`config.mk`:
```
export PLATFORM = sky130hd
export DESIGN_NAME = instr_mem_fetch_flat
export DESIGN_NICKNAME = d
export VERILOG_FILES = /design/src/rtl/instr_mem_fetch_if.sv /design/src/rtl/instr_mem_fetch.sv /design/src/flat_wrapper.sv
export SDC_FILE = /design/constraint.sdc
export NUM_CORES = 1
export LEC_CHECK = 0
export BUFFER_PORTS_ARGS = -buffer_cell sky130_fd_sc_hd__clkbuf_2
export CAP_MARGIN = 0
export CORE_MARGIN = 2
export CORE_UTILIZATION = 56
export CTS_BUF_LIST = sky130_fd_sc_hd__clkbuf_16
export CTS_CLUSTER_SIZE = 25
export DETAILED_ROUTE_END_ITERATION = 10
export PLACE_DENSITY = 0.82
export SLEW_MARGIN = 0
export SYNTH_ARGS = -nofsm -noshare
export SYNTH_HDL_FRONTEND = slang
export SYNTH_SLANG_ARGS = --single-unit
```
`constraint.sdc`:
```
create_clock -name clk -period 1.92 [get_ports clk]
set_clock_uncertainty 0.15 [all_clocks]
set_input_delay 0.096 -clock clk [delete_from_list [all_inputs] [get_ports clk]]
set_output_delay 0.096 -clock clk [all_outputs]
set_load 0.01 [all_outputs]
```
`src/rtl/instr_mem_fetch_if.sv`:
```
// Load and fetch bus of the instruction memory: program-load write port plus
// a valid/ready fetch request/response pair.
interface instr_mem_fetch_if #(
  parameter int ADDR_W = 5,
  parameter int DATA_W = 32
);
  logic              load_en;
  logic [ADDR_W-1:0] load_addr;
  logic [DATA_W-1:0] load_data;
  logic              load_err;
  logic [ADDR_W:0]   load_count;
  logic              req_valid;
  logic              req_ready;
  logic [ADDR_W-1:0] req_addr;
  logic              rsp_valid;
  logic              rsp_ready;
  logic [DATA_W-1:0] rsp_instr;
  logic              rsp_err;

  modport master (
    output load_en, load_addr, load_data, req_valid, req_addr, rsp_ready,
    input  load_err, load_count, req_ready, rsp_valid, rsp_instr, rsp_err
  );

  modport slave (
    input  load_en, load_addr, load_data, req_valid, req_addr, rsp_ready,
    output load_err, load_count, req_ready, rsp_valid, rsp_instr, rsp_err
  );
endinterface

```
`src/rtl/instr_mem_fetch.sv`:
```
// Loadable instruction memory with a one-cycle registered fetch port.
// A per-word valid bitmap flags out-of-range and never-written reads.
module instr_mem_fetch #(
  parameter int ADDR_W = 5,
  parameter int DATA_W = 32,
  parameter int DEPTH  = 32
) (
  input  logic                 clk,
  input  logic                 rst_n,
  instr_mem_fetch_if.slave     bus
);
  localparam logic [ADDR_W:0] DEPTH_L = (ADDR_W+1)'(DEPTH);
  localparam logic [ADDR_W:0] CNT_MAX = '1;

  logic [DATA_W-1:0] mem [DEPTH];
  logic [DEPTH-1:0]  valid;
  logic              load_in_range, load_hit;
  logic              req_in_range, fetch_hit, accept;
  logic              rsp_valid_q, rsp_err_q, load_err_q;
  logic [DATA_W-1:0] rsp_instr_q;
  logic [ADDR_W:0]   load_count_q;

  assign load_in_range = {1'b0, bus.load_addr} < DEPTH_L;
  assign load_hit      = bus.load_en && load_in_range;
  assign req_in_range  = {1'b0, bus.req_addr} < DEPTH_L;
  // Range check gates the bitmap lookup so an out-of-range index is never used.
  assign fetch_hit     = req_in_range && valid[bus.req_addr];

  // Loads take priority; no dependence on req_valid keeps this path short.
  assign bus.req_ready = !bus.load_en && (!rsp_valid_q || bus.rsp_ready);
  assign accept        = bus.req_valid && bus.req_ready;

  // Storage is deliberately not reset; the bitmap masks stale contents.
  always_ff @(posedge clk) begin
    if (load_hit) mem[bus.load_addr] <= bus.load_data;
  end

  always_ff @(posedge clk or negedge rst_n) begin
    if (!rst_n) begin
      valid        <= '0;
      load_err_q   <= 1'b0;
      load_count_q <= '0;
    end else begin
      load_err_q <= bus.load_en && !load_in_range;
      if (load_hit) begin
        valid[bus.load_addr] <= 1'b1;
        if (load_count_q != CNT_MAX) load_count_q <= load_count_q + 1'b1;
      end
    end
  end

  always_ff @(posedge clk or negedge rst_n) begin
    if (!rst_n) begin
      rsp_valid_q <= 1'b0;
      rsp_instr_q <= '0;
      rsp_err_q   <= 1'b0;
    end else if (accept) begin
      rsp_valid_q <= 1'b1;
      rsp_instr_q <= fetch_hit ? mem[bus.req_addr] : '0;
      rsp_err_q   <= !fetch_hit;
    end else if (bus.rsp_ready) begin
      rsp_valid_q <= 1'b0;
    end
  end

  assign bus.rsp_valid  = rsp_valid_q;
  assign bus.rsp_instr  = rsp_instr_q;
  assign bus.rsp_err    = rsp_err_q;
  assign bus.load_err   = load_err_q;
  assign bus.load_count = load_count_q;
endmodule

```
`src/flat_wrapper.sv`:
```
// flat-port wrapper written by rule: the top's interface ports become plain ports
module instr_mem_fetch_flat 
#(
  parameter int ADDR_W = 5,
  parameter int DATA_W = 32,
  parameter int DEPTH  = 32
)
  (clk, rst_n, bus_load_en, bus_load_addr, bus_load_data, bus_req_valid, bus_req_addr, bus_rsp_ready, bus_load_err, bus_load_count, bus_req_ready, bus_rsp_valid, bus_rsp_instr, bus_rsp_err);
  instr_mem_fetch_if #(.ADDR_W(ADDR_W), .DATA_W(DATA_W)) bus_i ();
  input  logic clk;
  input  logic rst_n;
  input wire logic [$bits(bus_i.load_en)-1:0] bus_load_en;
  input wire logic [$bits(bus_i.load_addr)-1:0] bus_load_addr;
  input wire logic [$bits(bus_i.load_data)-1:0] bus_load_data;
  input wire logic [$bits(bus_i.req_valid)-1:0] bus_req_valid;
  input wire logic [$bits(bus_i.req_addr)-1:0] bus_req_addr;
  input wire logic [$bits(bus_i.rsp_ready)-1:0] bus_rsp_ready;
  output wire logic [$bits(bus_i.load_err)-1:0] bus_load_err;
  output wire logic [$bits(bus_i.load_count)-1:0] bus_load_count;
  output wire logic [$bits(bus_i.req_ready)-1:0] bus_req_ready;
  output wire logic [$bits(bus_i.rsp_valid)-1:0] bus_rsp_valid;
  output wire logic [$bits(bus_i.rsp_instr)-1:0] bus_rsp_instr;
  output wire logic [$bits(bus_i.rsp_err)-1:0] bus_rsp_err;
  assign bus_i.load_en = bus_load_en;
  assign bus_i.load_addr = bus_load_addr;
  assign bus_i.load_data = bus_load_data;
  assign bus_i.req_valid = bus_req_valid;
  assign bus_i.req_addr = bus_req_addr;
  assign bus_i.rsp_ready = bus_rsp_ready;
  assign bus_load_err = bus_i.load_err;
  assign bus_load_count = bus_i.load_count;
  assign bus_req_ready = bus_i.req_ready;
  assign bus_rsp_valid = bus_i.rsp_valid;
  assign bus_rsp_instr = bus_i.rsp_instr;
  assign bus_rsp_err = bus_i.rsp_err;
  instr_mem_fetch #(.ADDR_W(ADDR_W), .DATA_W(DATA_W), .DEPTH(DEPTH)) u_core (.clk(clk), .rst_n(rst_n), .bus(bus_i));
endmodule
```
==> flow_summary.yaml <==
setup_path:
  cp_max_fo: 8
  reg2reg_slack_ps: -230
  cp.arrival_ps: 2550
  slowest_delay_ps: 500
  required_ps: 2320
  worst-setup-path-type: "reg2reg"
  cp-end-kind: "flip-flop"
  cp-start-kind: "flip-flop"
  slowest_stage: "mux4_2"
  path_cells: "mux4_2, mux2i_2, a21oi_2, o21bai_4, buf_4, buf_12, o21ai_1"
synthesis:
  seq_area_frac_synth_pct: 77.53
  ys_warn_count: 0
  netlist_instances: 1850
  avgSynthCellArea_um2: 22.69
  syn-num-nets: 1898
  synth_edf_count: 1024
  synth_ff_type: "edfxtp_1"
  synthesis.area_mm2: 0.04198
  ys_types: 46
  synthArstFlopShare_pct: 6.569
  ys_seq_elements: 1096
clock_network:
  cts_tree: "yes"
  numCtsBuffers: 104
  cts_sinks: 1096
  clk_pin_slew_ps: 70
  clk_latency_ps: 680
  htreeDepth: 3
  cts_root_buf: "clkbuf_16"
  clockBufferDepth: 3
placed_design:
  gp_congestion: 0.8448
  dpl_cell_area_mm2: 0.04583
  portBuffers: 87
  dp_hpwl_um: 63990
  placed_cells: 3011
power:
  powerDensity_mw_per_mm2: 1022
  leakage_nw: 16.62
  ir_drop_mv: 0.9901
global_routing:
  grt_usage_pct: 30.84
  grt_pass1_vias: 23553
  grt_overflow: 0
  grt_max_degree: 43
  grt_pass1_wl_um: 167400
  antenna_found_initial: 3
cells_and_area:
  final_cells: 3250
  fill_cells: 4383
  final_common_cell: "edfxtp_1"
  drive_gt1_share_pct: 34.47
  final_net_count: 2239
  multi_input_area_mm2: 0.009105
  syn2layout_area_growth_pct: 18.42
  regArea_mm2: 0.03255
  final_cell_mix: "edfxtp_1, mux4_2, buf_4"
  final_area_mm2: 0.04972
floorplan:
  initial_core_util_pct: 56.49
  die_height_um: 277.8
  die_w_um: 277.8
  core_area_mm2: 0.07432
  die-area_mm2: 0.07718
  row_count: 100
  boundaryPins: 89
timing:
  worst_pin_slew_ps: 692.6
  setup_slack_ps: -234.1
  fmax_mhz: 464.2
  drv_slew: 0
  finalCritPeriodShare_pct: 112.2
  setup_viol: 33
  finalHoldViolCount: 0
  rsz0062_at_grt: "true"
  fin_crit_ps: 2154
  timing.slew.headroom_pct: 53.82
run:
  drv_cap: 0
drt:
  drt_wl_total_um: 117200
  vias_per_cell: 6.950
  routedWlPerCell_um: 36.06
  vias: 22586
  dr.first_iter.drc_count: 3429
  ant_nets: 0
  route.detailed.drc: 0
  drt-pass1-iter-count: 5
status:
  violations: "negative setup slack"
  run_status: "complete, but fails checks"
min_path:
  hold_class: "in2reg"
worst max-delay path, delay by kind of cell (launching register included):
kind / cells / cell delay (ps)
compound gates: 3 / 420
buf+inv: 2 / 310
flops: 1 / 410
mux: 2 / 730
metal layers:
| metal | track usage (%) | routed length [µm] | up-vias |
|---|---|---|---|
| li1 | - | - | 8529 |
| met4 | 13.49 | 5720 | 2 |
| met1 | 40.27 | 40450 | 11830 |
| met5 | 0 | 13 | - |
| met3 | 7.159 | 13090 | 392 |
| met2 | 50.27 | 57930 | 1833 |
cell usage after synthesis (6+ instances only):
cell | number | share of area, %
nand3b_1 | 6 | 0.11
mux4_1 | 20 | 1.3
nand2_1 | 47 | 0.42
or2_2 | 34 | 0.51
nor2_1 | 38 | 0.34
buf_6 | 14 | 0.38
o21ai_1 | 32 | 0.38
buf_4 | 17 | 0.30
a21oi_1 | 25 | 0.30
edfxtp_1 | 1024 | 73
dfrtp_1 | 72 | 4.3
mux2i_1 | 83 | 2.0
a221oi_1 | 34 | 0.71
clkbuf_1 | 14 | 0.13
a211o_1 | 8 | 0.17
o22ai_1 | 23 | 0.34
mux4_2 | 249 | 13
a211oi_1 | 9 | 0.16
buf_2 | 38 | 0.45
o32a_1 | 8 | 0.19
buf_1 | 6 | 0.054
logic make-up (layout without fill, tap and decap cells):
group,count (synthesis),after routing,synth area share [%]
xor+xnor,5,5,0.1043
compound gates,148,148,2.429
simple gates,143,143,1.651
mux,353,353,16.62
buf+inv,103,533,1.627
flops,1096,1096,77.53
fa+ha+maj,1,1,0.02980
other cells,1,2,0.008932
report_power, final:
group          total (mW)  switching [mW]  internal (mW)
Sequential           27.2           0.441           26.7
Clock                19.9            8.79           11.1
Combinational        3.71            2.06           1.64
Total                50.8            11.3           39.5
final timing paths:
check                      cells past startpoint                        to             start
hold / removal                                 4        u_core.mem[17][20]  bus_load_addr[0]
min in group asynchronous                      3  u_core.bus.load_count[5]             rst_n
hold reg to reg                                1           u_core.valid[2]   u_core.valid[2]
setup reg to reg                               7   u_core.bus.rsp_instr[9]  u_core.valid[18]
setup / recovery                               7   u_core.bus.rsp_instr[9]  u_core.valid[18]
max in group asynchronous                      4  u_core.bus.rsp_instr[31]             rst_n
area by class of cell:
cell class / instances / share of cell area (%)
multi-input cells: 651 / 18.31
clock inverters: 90 / 1.356
diodes: 1 / 0.005033
repair buffers: 335 / 7.102
clock buffers: 105 / 5.285
inverters: 3 / 0.02768
well taps: 969 / 2.439
flip-flops and latches: 1096 / 65.47
through the flow:
| stage | setup slack (ps) | TNS, ps | total power, mW | utilization, % | hold WS (ps) |
|---|---|---|---|---|---|
| finish | -234.1 | -6491 | 50.79 | 66.90 | 110.5 |
| global route | -268.0 | -7122 | 51.95 | 66.89 | 101.4 |
| CTS | -140.0 | -3214 | 50.85 | 66.86 | 51.62 |
| detailed placement | -425.2 | -11320 | 30.97 | 61.66 | -141.6 |
| global placement | -418.8 | -9263 | 30.76 | 61.66 | -135.7 |
| floorplan | -505.2 | -327220 | 29.28 | - | -349.6 |
sequential cells by signal, summed over array words and instances, names as in the netlist:
register               flops
u_core.valid              32
u_core.bus.rsp_err         1
u_core.mem              1024
u_core.bus.load_count      6
u_core.bus.rsp_valid       1
u_core.bus.rsp_instr      32
what timing repair did:
| action | CTS | global route |
|---|---|---|
| endpoints found under the setup margin | 33 | 45 |
| hold buffers | 39 | 0 |
| hold endpoints to repair | 1105 | 0 |
| buffers inserted | 2 | 1 |
| resized for setup | 31 | 9 |
| gates cloned | 2 | 0 |
| pin swaps | 7 | 4 |
Note: power is estimated with default switching activity, not from simulation.
